File: src/rtl/wb_trace_serializer_pkg.sv
// Shared types for the writeback trace serializer: the buffered trace entry
// and the helper that builds one from a writeback slot.
package wb_trace_serializer_pkg;

  typedef struct packed {
    logic [31:0] pc;
    logic        wen;
    logic [4:0]  waddr;
    logic [31:0] wdata;
  } trace_entry_t;

  // Writes to r0 are architecturally invisible, so their enable is cleared on entry.
  function automatic trace_entry_t make_entry(
    input logic [31:0] pc,
    input logic        wen,
    input logic [4:0]  waddr,
    input logic [31:0] wdata
  );
    trace_entry_t e;
    e.pc    = pc;
    e.wen   = wen && (waddr != 5'd0);
    e.waddr = waddr;
    e.wdata = wdata;
    return e;
  endfunction

endpackage

File: src/rtl/wb_trace_serializer_fifo.sv
// Two-write / one-read FIFO of trace entries. Writes that do not fit are
// dropped youngest-first (data1 before data0) and reported on overflow.
module trace_fifo
  import wb_trace_serializer_pkg::*;
#(
  parameter int DEPTH = 8
) (
  input  logic                     clk,
  input  logic                     rst_n,
  input  logic                     push0,
  input  logic                     push1,
  input  trace_entry_t             data0,
  input  trace_entry_t             data1,
  input  logic                     pop,
  output trace_entry_t             head,
  output logic [$clog2(DEPTH):0]   count,
  output logic                     overflow
);
  localparam int AW = $clog2(DEPTH);
  localparam int CW = AW + 1;

  trace_entry_t    mem [DEPTH];
  logic [AW-1:0]   wr_ptr;
  logic [AW-1:0]   wr_ptr_1;
  logic [AW-1:0]   rd_ptr;
  logic [CW-1:0]   count_q;
  logic [CW-1:0]   free;
  logic [CW-1:0]   n_req;
  logic [CW-1:0]   n_acc;

  // A full FIFO accepts nothing, even when the head is leaving this cycle.
  always_comb begin
    free  = (count_q == CW'(DEPTH)) ? '0 : CW'(DEPTH) - count_q + CW'(pop);
    n_req = CW'(push0) + CW'(push1);
    n_acc = (n_req > free) ? free : n_req;
  end

  assign wr_ptr_1 = wr_ptr + AW'(1);
  assign overflow = (n_req > free);
  assign head     = mem[rd_ptr];
  assign count    = count_q;

  always_ff @(posedge clk) begin
    if (n_acc >= CW'(1)) mem[wr_ptr]   <= data0;
    if (n_acc == CW'(2)) mem[wr_ptr_1] <= data1;
  end

  always_ff @(posedge clk or negedge rst_n) begin
    if (!rst_n) begin
      wr_ptr  <= '0;
      rd_ptr  <= '0;
      count_q <= '0;
    end else begin
      wr_ptr  <= wr_ptr + AW'(n_acc);
      rd_ptr  <= rd_ptr + AW'(pop);
      count_q <= count_q + n_acc - CW'(pop);
    end
  end

endmodule

File: src/rtl/wb_trace_serializer.sv
// Serializes dual-issue writeback commits onto a single-commit debug trace
// port in program order, bypassing the FIFO when it is empty.
module wb_trace_serializer
  import wb_trace_serializer_pkg::*;
#(
  parameter int DEPTH = 8
) (
  input  logic        clk,
  input  logic        rst_n,
  input  logic        W_master_valid,
  input  logic [31:0] W_master_pc,
  input  logic        W_master_reg_wen,
  input  logic [4:0]  W_master_reg_waddr,
  input  logic [31:0] W_master_reg_wdata,
  input  logic        W_slave_valid,
  input  logic [31:0] W_slave_pc,
  input  logic        W_slave_reg_wen,
  input  logic [4:0]  W_slave_reg_waddr,
  input  logic [31:0] W_slave_reg_wdata,
  output logic [31:0] debug_wb_pc,
  output logic [3:0]  debug_wb_rf_wen,
  output logic [4:0]  debug_wb_rf_wnum,
  output logic [31:0] debug_wb_rf_wdata,
  output logic        trace_stall,
  output logic        trace_overflow
);
  localparam int CW = $clog2(DEPTH) + 1;

  trace_entry_t  m_entry, s_entry, out_entry, head, data0, data1;
  logic          push0, push1, pop, drop;
  logic [CW-1:0] count;

  // Oldest-first selection: FIFO head, then master, then slave.
  always_comb begin
    m_entry   = make_entry(W_master_pc, W_master_reg_wen, W_master_reg_waddr, W_master_reg_wdata);
    s_entry   = make_entry(W_slave_pc, W_slave_reg_wen, W_slave_reg_waddr, W_slave_reg_wdata);
    pop       = (count != '0);
    out_entry = '0;
    push0     = 1'b0;
    push1     = 1'b0;
    data0     = m_entry;
    data1     = s_entry;
    if (pop) begin
      out_entry = head;
      push0     = W_master_valid | W_slave_valid;
      push1     = W_master_valid & W_slave_valid;
      data0     = W_master_valid ? m_entry : s_entry;
    end else if (W_master_valid) begin
      out_entry = m_entry;
      push0     = W_slave_valid;
      data0     = s_entry;
    end else if (W_slave_valid) begin
      out_entry = s_entry;
    end
  end

  trace_fifo #(.DEPTH(DEPTH)) u_fifo (
    .clk      (clk),
    .rst_n    (rst_n),
    .push0    (push0),
    .push1    (push1),
    .data0    (data0),
    .data1    (data1),
    .pop      (pop),
    .head     (head),
    .count    (count),
    .overflow (drop)
  );

  assign trace_stall = (count >= CW'(DEPTH - 1));

  always_ff @(posedge clk or negedge rst_n) begin
    if (!rst_n) begin
      debug_wb_pc       <= '0;
      debug_wb_rf_wen   <= '0;
      debug_wb_rf_wnum  <= '0;
      debug_wb_rf_wdata <= '0;
      trace_overflow    <= 1'b0;
    end else begin
      debug_wb_pc       <= out_entry.pc;
      debug_wb_rf_wen   <= {4{out_entry.wen}};
      debug_wb_rf_wnum  <= out_entry.waddr;
      debug_wb_rf_wdata <= out_entry.wdata;
      if (drop) trace_overflow <= 1'b1;
    end
  end

endmodule

File: config.mk
export PLATFORM = sky130hd
export DESIGN_NAME = wb_trace_serializer
export DESIGN_NICKNAME = d
export VERILOG_FILES = /design/src/rtl/wb_trace_serializer_pkg.sv /design/src/rtl/wb_trace_serializer_fifo.sv /design/src/rtl/wb_trace_serializer.sv
export SDC_FILE = /design/constraint.sdc
export NUM_CORES = 1
export LEC_CHECK = 0
export ABC_CLOCK_PERIOD_IN_PS = 9300
export BUFFER_PORTS_ARGS = -buffer_cell sky130_fd_sc_hd__buf_2
export CORE_MARGIN = 1.5
export CORE_UTILIZATION = 45
export DETAILED_ROUTE_END_ITERATION = 8
export SYNTH_ARGS = -nofsm -noshare
export SYNTH_HDL_FRONTEND = slang
export SYNTH_SLANG_ARGS = --single-unit
File: constraint.sdc
create_clock -name clk -period 9.3 [get_ports clk]
set_clock_uncertainty 0.05 [all_clocks]
set_input_delay 1.86 -clock clk [delete_from_list [all_inputs] [get_ports clk]]
set_output_delay 1.86 -clock clk [all_outputs]
set_load 0.05 [all_outputs]
# ---- Yosys cells after proc, flatten, opt, wreduce, memory -nomap -nowiden
# Memories as Yosys holds them, arrays and structs flattened.
# Index checks and enable logic that the tools add are counted.
dict set report classes {
  n_mux 15
  bitwise_logic 2
  order_cmp 3
  n_eq_ne 2
  n_reduce_logical 5
  addsub 8
}
# operator count
set op_table {}
lappend op_table {{70-bit 2-to-1 mux} 6}
lappend op_table {{5-bit nonzero test} 2}
lappend op_table {{4-bit 2-to-1 mux} 2}
lappend op_table {{1-bit 2-to-1 mux} 7}
lappend op_table {{4-bit by 1-bit adder with 4-bit output} 1}
lappend op_table {{4-bit adder} 1}
lappend op_table {{4-bit by 2-bit == test with 1-bit output, second input constant} 1}
lappend op_table {{4-bit == test, second input constant} 1}
lappend op_table {{4-bit by 1-bit greater-or-equal comparator with 1-bit output, second input constant} 1}
lappend op_table {{4-bit by 3-bit greater-or-equal comparator with 1-bit output, second input constant} 1}
lappend op_table {{4-bit > comparator} 1}
lappend op_table {{4-bit nonzero test} 1}
lappend op_table {{4-bit by 1-bit subtractor with 4-bit output} 1}
lappend op_table {{4-bit subtractor, first input constant} 1}
lappend op_table {{3-bit by 1-bit adder with 3-bit output} 1}
lappend op_table {{3-bit by 1-bit adder with 3-bit output, second input constant} 1}
lappend op_table {{3-bit adder} 1}
lappend op_table {{1-bit by 1-bit adder with 2-bit output} 1}
lappend op_table {{1-bit logical AND} 2}
lappend op_table {{1-bit bitwise AND} 1}
lappend op_table {{1-bit OR} 1}
dict set report word_totals {
  input_bits 144
  ram_bits 560
  reg_bits 81
  mem_count 1
  out_inout_bits 75
}
# memory depth word_bits read_ports rd_ports_with_merged_regs wr line_no
set mem_list {}
lappend mem_list {u_fifo.mem 8 70 1 0 2 wb_trace_serializer_fifo.sv:22} ;# trace_entry_t mem [DEPTH];

# ---- Logic depth before layout (Yosys ltp)
# Gate-level depths: netlist of run 1.
dict set report depth {
  word_depth 8
  mapped_depth 20
}

# ---- Cells and area by module
# From an unflattened synthesis of run 1, not the netlist that was laid out.
dict set report hier_totals {
  cells_unflattened 2026
  area_unflattened_um2 33211.9
}
# mod area_per_inst_um2 instances seq_area_each_um2 cells_each
set by_module_without_submodules {}
lappend by_module_without_submodules {trace_fifo 28895.2 1 17066.4 1551}
lappend by_module_without_submodules {wb_trace_serializer 4316.6 1 1776.7 475}

# ---- Least setup slack after synthesis of run 1
# No wires, ideal clock.
dict set report synth_timing {
  path_type {input port to flip-flop}
  from {input W_master_valid}
  to {memory u_fifo.mem[0][0] (netlist name) (enable)}
  setup_time_ps 536
  path_buffers 5
  cell_stages 15
  setup_slack_ps 501
  t_required_ps 8714
  arrival_time_ps 8213
  path_cell_list {clkbuf_1 > clkbuf_1 > a21oi_1 > a21oi_1 > ha_1 > inv_1 > ha_1 > a22oi_1 > o21ai_0 > a221oi_2 > buf_6 > buf_2 > mux2_2 > buf_2 > a32oi_1}
}
# element line_no
set synth_lines {}
lappend synth_lines {{start, declared} wb_trace_serializer.sv:10} ;# input logic W_master_valid,
lappend synth_lines {{end, declared} wb_trace_serializer_fifo.sv:22}

# ---- Worst setup path after layout of run 1
dict set report layout_timing {
  from {input W_master_valid}
  to {register u_fifo.count_q[2], in the netlist u_fifo.count[2]}
}
dict set report layout_between {
  elab_chain_len 7
}
# element line_no
set layout_lines {}
lappend layout_lines {{1-bit 2-to-1 mux, or another cell as far along} wb_trace_serializer.sv:48} ;# end else if (W_master_valid) begin
lappend layout_lines {{1-bit 2-to-1 mux} wb_trace_serializer.sv:43} ;# if (pop) begin
lappend layout_lines {{1-bit by 1-bit adder with 2-bit output *} wb_trace_serializer_fifo.sv:34} ;# n_req = CW'(push0) + CW'(push1);
lappend layout_lines {{4-bit > comparator} wb_trace_serializer_fifo.sv:35} ;# n_acc = (n_req > free) ? free : n_req;
lappend layout_lines {{4-bit 2-to-1 mux *} wb_trace_serializer_fifo.sv:35}
lappend layout_lines {{4-bit adder *} wb_trace_serializer_fifo.sv:56} ;# count_q <= count_q + n_acc - CW'(pop);
lappend layout_lines {{4-bit by 1-bit subtractor with 4-bit output *} wb_trace_serializer_fifo.sv:56}
lappend layout_lines {{end signal, assigned} wb_trace_serializer_fifo.sv:56}
lappend layout_lines {{end, declared} wb_trace_serializer_fifo.sv:26} ;# logic [CW-1:0] count_q;
# Every way passes the cells marked *; elsewhere a longest branch is shown, timed or not.
# A chain may end at the register's enable or synchronous reset.

==> flow_summary.yaml, run 1 <==
outcome:
  status: "complete, no violations"
power:
  total_leakage_power_nw: 13.0
  vdd.ir_drop.worst_mv: 0.271
  power.density_cell_area_nw_per_um2: 357
timing:
  slew-limit-headroom_pct: 13.9
  setup_violations: 0
  slew_at_the_pin_closest_to_its_max_slew_limit_ns: 1.26
  period_minus_slack_ns: 6.35
  final.period_utilization_pct: 68.3
  fmaxAchievable_mhz: 157
  rsz0062_at_grt: "false"
  fin_setup_tns_ns: 0
  final-hold-violation-count: 0
  timing_max_transition_violations_final: 0
critical_path:
  cp-start-kind: "input pin"
  timing_worst_setup_path_type: "input pin to register"
  cp_data_required_time_ns: 9.73
  crit-reg2reg-launch: "u_fifo.count[2]$_DFF_PN0_"
  worst-endpoint-arrival_ns: 6.78
  r2r_slack_ns: 3.06
  path_max_fanout: 26
  worst_setup_ep_type: "register"
  regToRegEndpoint: "u_fifo.count[2]$_DFF_PN0_"
  r2r_cells: 14
floorplanning:
  die_height_um: 274
  initial_utilization_pct: 45.4
  die_area_um2: 75100
  die_w_um: 274
  floorplan.io_pins: 219
  fp.coreArea_um2: 72800
  rows: 99
placed_design:
  detailedPlacementHpwl_um: 48400
  port-buffer-count: 218
  gpl.final_weighted_congestion: 0.765
clocking:
  ctsHoldBuffers: 0
  clk_transition_reported_paths_ns: 0.06
  clock_tree_from_tritoncts: "done"
  postCtsSetupRepairBufs: 0
  clock_sinks: 641
  tritoncts.num_buffers: 72
  cts.path.max_buffers: 3
  cts_resized: 0
  worstSkewPairLatency_ns: 0.61
  clock_tree.root_cell: "sky130_fd_sc_hd__clkbuf_16"
  htree_levels: 3
synth:
  synth.ff_latch_count: 641
  synthFlopType: "sky130_fd_sc_hd__edfxtp_1"
  synth_top_cell_by_area: "sky130_fd_sc_hd__edfxtp_1"
  avgSynthCellArea_um2: 16.7
  number_of_synthesized_flops_with_an_enable_pin: 560
  synthArstFlopShare_pct: 12.6
  yosysUniqueCellTypes: 45
  seq_area_frac_synth_pct: 57.0
  netlist_instances: 1978
  cell_types_with_the_largest_area_share_after_synthesis: "sky130_fd_sc_hd__edfxtp_1 51%, sky130_fd_sc_hd__mux2_2 13%, sky130_fd_sc_hd__mux4_2 9.5%"
  synthDominantCellAreaShare_pct: 50.9
  syn-cell-area_um2: 33100
  syn_nets: 2138
  synth.yosys.warnings: 0
routing:
  wirelength_um: 86200
  initial_detailed_routing_violation_count: 1224
  routed-via-count: 18700
  antenna_left: 0
  wl_per_cell_um: 27.6
  drc: 0
  detailedRoute.firstPassIterationCount: 7
  detail_routed_via_count_per_cell: 5.98
grt:
  antenna_found_initial: 6
  gr-usage-all-layers_pct: 23.2
  grt_pass1_wl_um: 128000
  grt_start_max_net_pins: 71
  number_of_global_route_vias_before_repair: 20100
  globalRouteOverflowTotal: 0
layout:
  post_route_cells_drive_above_1_share_pct: 42.7
  insertedDiodeCount: 0
  final_net_count: 2261
  final_core_density_pct: 50.8
  flow.area_growth_from_synthesis_pct: 12.0
hold_path:
  min_path_type: "register to register"
  timing.hold.worst_endpoint: "trace_overflow$_DFFE_PN0N_"
  hold-path-cell-count: 1
  hp-start: "trace_overflow$_DFFE_PN0N_"
run:
  maxCapViolations: 0
[report_power, final]
part	total (W)	internal (W)	switching [W]	leakage [nW]
sequential	0.00520	0.00473	0.000471	6.07
combinational	0.00529	0.00209	0.00320	5.80
clock	0.00273	0.00159	0.00114	1.10
total	0.0132	0.00842	0.00481	13.0
[cell usage in the layout, fill, tap and decap left out, types with 2 or more instances in the layout]
| cell type | n |
|---|---|
| sky130_fd_sc_hd__a21oi_1 | 73 |
| sky130_fd_sc_hd__a221oi_1 | 69 |
| sky130_fd_sc_hd__a32oi_4 | 8 |
| sky130_fd_sc_hd__buf_12 | 9 |
| sky130_fd_sc_hd__buf_2 | 216 |
| sky130_fd_sc_hd__buf_4 | 37 |
| sky130_fd_sc_hd__bufinv_16 | 2 |
| sky130_fd_sc_hd__clkbuf_1 | 28 |
| sky130_fd_sc_hd__clkbuf_16 | 76 |
| sky130_fd_sc_hd__clkbuf_8 | 4 |
| sky130_fd_sc_hd__clkinv_1 | 9 |
| sky130_fd_sc_hd__clkinv_2 | 11 |
| sky130_fd_sc_hd__dfrtp_1 | 78 |
| sky130_fd_sc_hd__dfrtp_4 | 3 |
| sky130_fd_sc_hd__edfxtp_1 | 560 |
| sky130_fd_sc_hd__fa_1 | 2 |
| sky130_fd_sc_hd__ha_1 | 14 |
| sky130_fd_sc_hd__inv_1 | 16 |
| sky130_fd_sc_hd__mux2_1 | 227 |
| sky130_fd_sc_hd__mux2_2 | 396 |
| sky130_fd_sc_hd__mux2i_1 | 78 |
| sky130_fd_sc_hd__mux2i_4 | 8 |
| sky130_fd_sc_hd__mux4_2 | 140 |
| sky130_fd_sc_hd__nand2_1 | 6 |
| sky130_fd_sc_hd__nand2b_1 | 2 |
| sky130_fd_sc_hd__nand3_1 | 15 |
| sky130_fd_sc_hd__nor2_1 | 19 |
| sky130_fd_sc_hd__nor2b_1 | 3 |
| sky130_fd_sc_hd__nor3_1 | 5 |
| sky130_fd_sc_hd__o21ai_0 | 4 |
| sky130_fd_sc_hd__o21ai_1 | 2 |
| sky130_fd_sc_hd__or3_1 | 6 |
| sky130_fd_sc_hd__or4_1 | 6 |
| sky130_fd_sc_hd__xnor2_1 | 4 |
| sky130_fd_sc_hd__xor2_1 | 3 |
[synthesized netlist by cell type, types with 19 or more instances]
cell / number
sky130_fd_sc_hd__edfxtp_1: 560
sky130_fd_sc_hd__mux2_2: 396
sky130_fd_sc_hd__mux2_1: 227
sky130_fd_sc_hd__mux4_2: 140
sky130_fd_sc_hd__dfrtp_1: 81
sky130_fd_sc_hd__mux2i_1: 79
sky130_fd_sc_hd__a21oi_1: 73
sky130_fd_sc_hd__a221oi_1: 69
sky130_fd_sc_hd__buf_1: 66
sky130_fd_sc_hd__clkbuf_1: 66
sky130_fd_sc_hd__buf_6: 47
sky130_fd_sc_hd__buf_2: 21
sky130_fd_sc_hd__nor2_1: 19
[logic make-up after synthesis]
logic type / Yosys count / share of synthesized area [%]
multiplexers: 850 / 33.7
flip-flops: 641 / 57.0
buffers and inverters: 230 / 3.91
AO/OA/AOI/OAI: 161 / 3.38
AND/OR/NAND/NOR: 71 / 1.11
adder cells (fa/ha/maj): 16 / 0.651
XOR/XNOR: 8 / 0.235
other: 1 / 0.0113
[registers in the layout, indices dropped and copies added (netlist names)]
name               cells
debug_wb_rf_wnum       5
u_fifo.mem           560
debug_wb_pc           32
u_fifo.wr_ptr          3
trace_overflow         1
debug_wb_rf_wen        1
u_fifo.rd_ptr          3
debug_wb_rf_wdata     32
u_fifo.count           4
[routing by layer]
metal | track usage, % | part of all wire [%]
met5 | 0 | 0.045
met3 | 3.54 | 4.8
met2 | 39.6 | 50
met4 | 6.81 | 2.2
met1 | 30.5 | 43
[worst max path at each step]
| stage | startpoint | end | slack, ns | depth (start not counted) |
|---|---|---|---|---|
| after global routing | W_master_valid | u_fifo.count[2]$_DFF_PN0_ | 2.59 | 15 |
| after global placement | W_master_valid | u_fifo.count[2]$_DFF_PN0_ | 2.35 | 15 |
| after CTS | W_master_valid | u_fifo.count[2]$_DFF_PN0_ | 2.97 | 15 |
| after floorplan | W_master_valid | u_fifo.mem[0][0]$_DFFE_PP_ | 0.50 | 15 |
| final | W_master_valid | u_fifo.count[2]$_DFF_PN0_ | 2.95 | 15 |
| after detailed placement | W_master_valid | u_fifo.count[2]$_DFF_PN0_ | 2.35 | 15 |
[worst max-delay path, stage by stage]
cell	delay, ns
sky130_fd_sc_hd__buf_4	0.35
sky130_fd_sc_hd__inv_1	0.12
sky130_fd_sc_hd__a21oi_1	0.15
sky130_fd_sc_hd__ha_1	0.31
sky130_fd_sc_hd__inv_1	0.15
sky130_fd_sc_hd__ha_1	0.24
sky130_fd_sc_hd__a22oi_1	0.15
sky130_fd_sc_hd__o21ai_0	0.18
sky130_fd_sc_hd__a221oi_4	0.89
sky130_fd_sc_hd__buf_4	0.33
sky130_fd_sc_hd__mux2i_2	0.97
sky130_fd_sc_hd__inv_1	0.17
sky130_fd_sc_hd__ha_1	0.30
sky130_fd_sc_hd__fa_1	0.43
sky130_fd_sc_hd__xor2_1	0.17
[area by class of cell]
type | count | area [µm²]
inverters | 17 | 63.8
flip-flops and latches | 641 | 18900
clock inverters | 24 | 174
repair buffers | 262 | 1540
fillers | 6044 | 35800
multi-input cells | 1107 | 13100
clock buffers | 108 | 2060
well taps | 959 | 1200
[through the flow]
stage | std cells | setup WS, ns | power (W) | hold WS (ns) | instance area [µm²]
finish | 3118 | 2.95 | 0.0132 | 0.452 | 37000
global route | 3118 | 2.59 | 0.0139 | 0.471 | 37000
CTS | 3118 | 2.97 | 0.0134 | 0.462 | 37000
detailed placement | 2986 | 2.35 | 0.0106 | 0.445 | 34800
global placement | 2986 | 2.35 | 0.0105 | 0.446 | 34800
floorplan | 1978 | 0.501 | 0.00908 | 0.427 | 33100
Note: power is estimated with default switching activity, not from simulation.
==> inputs of run 2 (changes only) <==
ABC_CLOCK_PERIOD_IN_PS = 6590   (was 9300)
clock period = 6.59 ns   (was 9.3 ns; I/O delays follow)
==> flow_summary.yaml, run 2 (synthesis gave the netlist of run 1 again) <==
timing:
  timing_max_transition_violations_final: 0
  timing.hold.ws_ns: 0.469
  slew_at_the_pin_closest_to_its_max_slew_limit_ns: 1.14
  final-hold-violation-count: 0
  fmaxAchievable_mhz: 201
  setup_violations: 0
  final.period_utilization_pct: 75.6
  period_minus_slack_ns: 4.98
  rsz0062_at_grt: "false"
  slew-limit-headroom_pct: 23.8
power:
  power.density_cell_area_nw_per_um2: 509
  total_power_w: 0.0191
  vdd.ir_drop.worst_mv: 0.466
  total_leakage_power_nw: 13.2
grt:
  grt_pass1_wl_um: 127000
  gr-usage-all-layers_pct: 22.8
  grt.met1_usage_pct: 30.4
  globalRouteOverflowTotal: 0
  busiest_layer: "met2"
  number_of_global_route_vias_before_repair: 19700
  grt_start_max_net_pins: 85
  grtUsageMet3_pct: 3.11
  gr-usage-met2_pct: 39.0
  antenna_found_initial: 10
layout:
  most-common-layout-cells: "560 x sky130_fd_sc_hd__edfxtp_1, 396 x sky130_fd_sc_hd__mux2_2, 227 x sky130_fd_sc_hd__mux2_1, 216 x sky130_fd_sc_hd__buf_2, 140 x sky130_fd_sc_hd__mux4_2"
  sequential_standard_cell_area_um2: 18900
  final_net_count: 2267
  largest_reg_flops: 560
  fill_cells: 6062
  mostFrequentLayoutCell: "sky130_fd_sc_hd__edfxtp_1"
  post_route_cells_drive_above_1_share_pct: 43.2
  largestRegisters: "u_fifo.mem (560), debug_wb_pc (32), debug_wb_rf_wdata (32)"
  registers.top_by_ff_count: "u_fifo.mem"
  area_used_by_multi_input_combinational_logic_um2: 13100
  flow.area_growth_from_synthesis_pct: 13.6
hold_path:
  min_path_type: "register to register"
clocking:
  ctsHoldBuffers: 0
  clk_transition_reported_paths_ns: 0.06
  tritoncts.num_buffers: 73
  worstSkewPairLatency_ns: 0.61
  clock_sinks: 641
  htree_levels: 3
  postCtsSetupRepairBufs: 0
  cts_resized: 0
  clock_tree_from_tritoncts: "done"
  clock_tree.root_cell: "sky130_fd_sc_hd__clkbuf_16"
  cts.path.max_buffers: 3
floorplanning:
  die_area_um2: 75100
  die_height_um: 274
  fp.coreArea_um2: 72800
  initial_utilization_pct: 45.4
  rows: 99
  die_w_um: 274
  floorplan.io_pins: 219
critical_path:
  cp-start-kind: "input pin"
  worst_setup_ep_type: "register"
  worst-endpoint-arrival_ns: 5.16
  timing_worst_setup_path_type: "input pin to register"
  cp_data_required_time_ns: 6.77
  path_max_fanout: 70
  critical_path.slowest_cell: "sky130_fd_sc_hd__a221oi_4"
  critical_path.max_stage_delay_ns: 0.67
  worstPathCellList: "buf_4 -> a21oi_1 -> a21oi_1 -> ha_1 -> inv_1 -> ha_1 -> a22oi_1 -> o21ai_0 -> a221oi_4 -> mux2_2 -> a32oi_4 -> buf_12"
placed_design:
  gpl.final_weighted_congestion: 0.724
  port-buffer-count: 218
  detailedPlacementHpwl_um: 46700
routing:
  drc: 0
  wirelength_um: 85800
  antenna_left: 0
  routed-via-count: 18700
  detailedRoute.firstPassIterationCount: 5
  detail_routed_via_count_per_cell: 5.98
  initial_detailed_routing_violation_count: 1561
  wl_per_cell_um: 27.4
run:
  maxCapViolations: 0
outcome:
  status: "complete, no violations"
==> run 2: per-layer routing <==
layer	part of all wire [%]	wire, µm
met5	0.080	69
met4	2.2	1910
met3	4.6	3980
met2	50	42800
met1	43	37000
==> run 2: through the flow <==
step / cells / instance area, µm² / TNS [ns] / util (%) / setup slack (ns)
3_5_place_dp: 2991 / 35100 / 0 / 48.1 / 1.01
4_1_cts: 3125 / 37600 / 0 / 51.6 / 1.65
5_1_grt: 3127 / 37600 / 0 / 51.6 / 1.42
2_1_floorplan: 1978 / 33100 / -100.95 / - / -0.180
3_3_place_gp: 2991 / 35100 / 0 / 48.1 / 1.04
6_report: 3128 / 37600 / 0 / 51.6 / 1.61
==> run 2: layout make-up <==
| class | instances | share of cell area [%] |
|---|---|---|
| Sequential cell | 641 | 50.2 |
| Multi-Input combinational cell | 1107 | 34.9 |
| Clock buffer | 109 | 5.80 |
| Timing Repair Buffer | 267 | 4.90 |
| Tap cell | 959 | 3.19 |
| Clock inverter | 25 | 0.813 |
| Inverter | 17 | 0.170 |
| Antenna cell | 3 | 0.0200 |
==> run 2: final timing paths <==
path,start,endpoint,slack [ns],cells past startpoint
max,W_master_valid,u_fifo.mem[0][18]$_DFFE_PP_,1.61,12
min,trace_overflow$_DFFE_PN0N_,trace_overflow$_DFFE_PN0N_,0.47,1
max reg2reg,u_fifo.count[2]$_DFF_PN0_,u_fifo.mem[0][18]$_DFFE_PP_,1.66,14
min reg2reg,trace_overflow$_DFFE_PN0N_,trace_overflow$_DFFE_PN0N_,0.47,1
max in group asynchronous,rst_n,u_fifo.rd_ptr[1]$_DFF_PN0_,4.60,2
min in group asynchronous,rst_n,debug_wb_rf_wdata[6]$_DFF_PN0_,0.66,1
==> run 2: worst max-delay path, delay by kind of cell <==
kind,cells,cell delay (ns)
adder cells (fa/ha/maj),2,0.56
AO/OA/AOI/OAI,6,1.56
multiplexers,1,0.61
buffers and inverters,3,1.04
==> run 2: power by group <==
| group | switching (W) | internal, W |
|---|---|---|
| Clock | 0.00166 | 0.00256 |
| Sequential | 0.000628 | 0.00667 |
| Combinational | 0.00457 | 0.00303 |
| Total | 0.00686 | 0.0123 |
==> inputs of run 3 (changes only) <==
ABC_CLOCK_PERIOD_IN_PS = 4500   (was 6590)
clock period = 4.5 ns   (was 6.59 ns; I/O delays follow)
==> flow_summary.yaml, run 3 (synthesis gave the netlist of run 1 again) <==
outcome:
  status: "complete, no violations"
routing:
  routed_wire_length_on_met2_um: 45200
  detail_routed_via_count_per_cell: 6.02
  wl_per_cell_um: 28.6
  antenna_left: 0
  routed-via-count: 19000
  drc: 0
  wirelength_um: 90300
  detailedRoute.firstPassIterationCount: 5
  initial_detailed_routing_violation_count: 1584
  topRoutingLayerUsed: "met4"
  wirelength_met1_um: 38000
  met3RoutedLength_um: 4940
timing:
  final_worst_path_setup_slack_ns: 0.315
  slew-limit-headroom_pct: 28.8
  final.period_utilization_pct: 93.0
  period_minus_slack_ns: 4.18
  slew_at_the_pin_closest_to_its_max_slew_limit_ns: 1.07
  setup_violations: 0
  timing_max_transition_violations_final: 0
  final-hold-violation-count: 0
  rsz0062_at_grt: "false"
  fmaxAchievable_mhz: 239
run:
  maxCapViolations: 0
layout:
  mostFrequentLayoutCell: "sky130_fd_sc_hd__edfxtp_1"
  post_route_cells_drive_above_1_share_pct: 43.9
  most-common-layout-cells: "560 x sky130_fd_sc_hd__edfxtp_1, 395 x sky130_fd_sc_hd__mux2_2, 227 x sky130_fd_sc_hd__mux2_1, 216 x sky130_fd_sc_hd__buf_2, 140 x sky130_fd_sc_hd__mux4_2"
  final_core_density_pct: 51.9
  largest_reg_flops: 560
  flow.area_growth_from_synthesis_pct: 14.4
  final_net_count: 2289
  largestRegisters: "u_fifo.mem (560), debug_wb_pc (32), debug_wb_rf_wdata (32)"
  registers.top_by_ff_count: "u_fifo.mem"
power:
  total_leakage_power_nw: 13.3
  power.density_cell_area_nw_per_um2: 744
  vdd.ir_drop.worst_mv: 0.558
floorplanning:
  die_height_um: 274
  initial_utilization_pct: 45.4
  rows: 99
  fp.coreArea_um2: 72800
  die_area_um2: 75100
  floorplan.io_pins: 219
  die_w_um: 274
critical_path:
  worst_setup_ep_type: "register"
  critical_path.slowest_cell: "sky130_fd_sc_hd__dfrtp_1"
  path_max_fanout: 24
  buffers_and_inverters_on_the_worst_path: 5
  timing_worst_setup_path_type: "register to register"
  worstPathCellList: "nor2_4 -> nand2_4 -> inv_2 -> ha_1 -> inv_1 -> ha_1 -> nand2_1 -> ha_1 -> a22oi_1 -> o21ai_1 -> a221oi_4 -> buf_12 -> mux2i_4 -> buf_12 -> buf_12 -> mux2_2"
  cp_top_family: "buffers and inverters"
  cp-start-kind: "register"
  critical_path.max_stage_delay_ns: 0.45
  worst-endpoint-arrival_ns: 4.50
  cp_data_required_time_ns: 4.81
clocking:
  ctsHoldBuffers: 0
  clock_tree_from_tritoncts: "done"
  cts_resized: 0
  clock_sinks: 641
  tritoncts.num_buffers: 72
  clk_transition_reported_paths_ns: 0.06
  cts.path.max_buffers: 3
  postCtsSetupRepairBufs: 0
  worstSkewPairLatency_ns: 0.63
  htree_levels: 3
  clock_tree.root_cell: "sky130_fd_sc_hd__clkbuf_16"
grt:
  grt_start_max_net_pins: 70
  globalRouteOverflowTotal: 0
  gr-usage-all-layers_pct: 24.2
  grt_pass1_wl_um: 132000
  antenna_found_initial: 5
  number_of_global_route_vias_before_repair: 20100
placed_design:
  place_worst_setup_slack_ns: 0.330
  gpl.final_weighted_congestion: 0.775
  port-buffer-count: 218
  detailedPlacementHpwl_um: 50200
hold_path:
  min_path_type: "input pin to async pin"
==> run 3: where the power goes <==
group	leakage (nW)	internal [W]	switching, W	total, W
Clock	1.13	0.00338	0.00243	0.00581
Sequential	6.07	0.00976	0.000914	0.0107
Combinational	6.12	0.00470	0.00696	0.0117
Total	13.3	0.0178	0.0103	0.0282
==> run 3: final timing paths <==
kind | startpoint | endpoint | slack [ns] | depth (start not counted)
max | u_fifo.count[2]$_DFF_PN0_ | u_fifo.mem[7][52]$_DFFE_PP_ | 0.32 | 16
min | rst_n | debug_wb_rf_wdata[7]$_DFF_PN0_ | 0.41 | 1
max reg2reg | u_fifo.count[2]$_DFF_PN0_ | u_fifo.mem[7][52]$_DFFE_PP_ | 0.32 | 16
min reg2reg | trace_overflow$_DFFE_PN0N_ | trace_overflow$_DFFE_PN0N_ | 0.44 | 1
max in group asynchronous | rst_n | debug_wb_pc[15]$_DFF_PN0_ | 2.90 | 2
min in group clk | trace_overflow$_DFFE_PN0N_ | trace_overflow$_DFFE_PN0N_ | 0.44 | 1
==> run 3: stage by stage <==
step	std cells	TNS, ns	hold slack [ns]	total power, W	cell area (µm²)
floorplan	1978	-283.71	0.427	0.0187	33300
global placement	3014	0	0.448	0.0223	35500
detailed placement	3014	0	0.420	0.0226	35500
CTS	3147	0	0.421	0.0284	37800
global route	3151	0	0.453	0.0295	37800
finish	3152	0	0.412	0.0282	37800
==> run 3: layout make-up <==
type	count	area, µm²
Antenna cell	5	12.5
Tap cell	959	1200
Timing Repair Buffer	290	2210
Clock inverter	31	324
Fill cell	6030	35000
Clock buffer	102	1980
Inverter	17	66.3
Multi-Input combinational cell	1107	13200
Sequential cell	641	18900
==> run 3: layer usage <==
| layer | GRT usage [%] | up-vias |
|---|---|---|
| met4 | 7.29 | 0 |
| met5 | 0 | - |
| met3 | 3.63 | 136 |
| li1 | - | 8257 |
| met1 | 31.8 | 9977 |
| met2 | 41.3 | 599 |
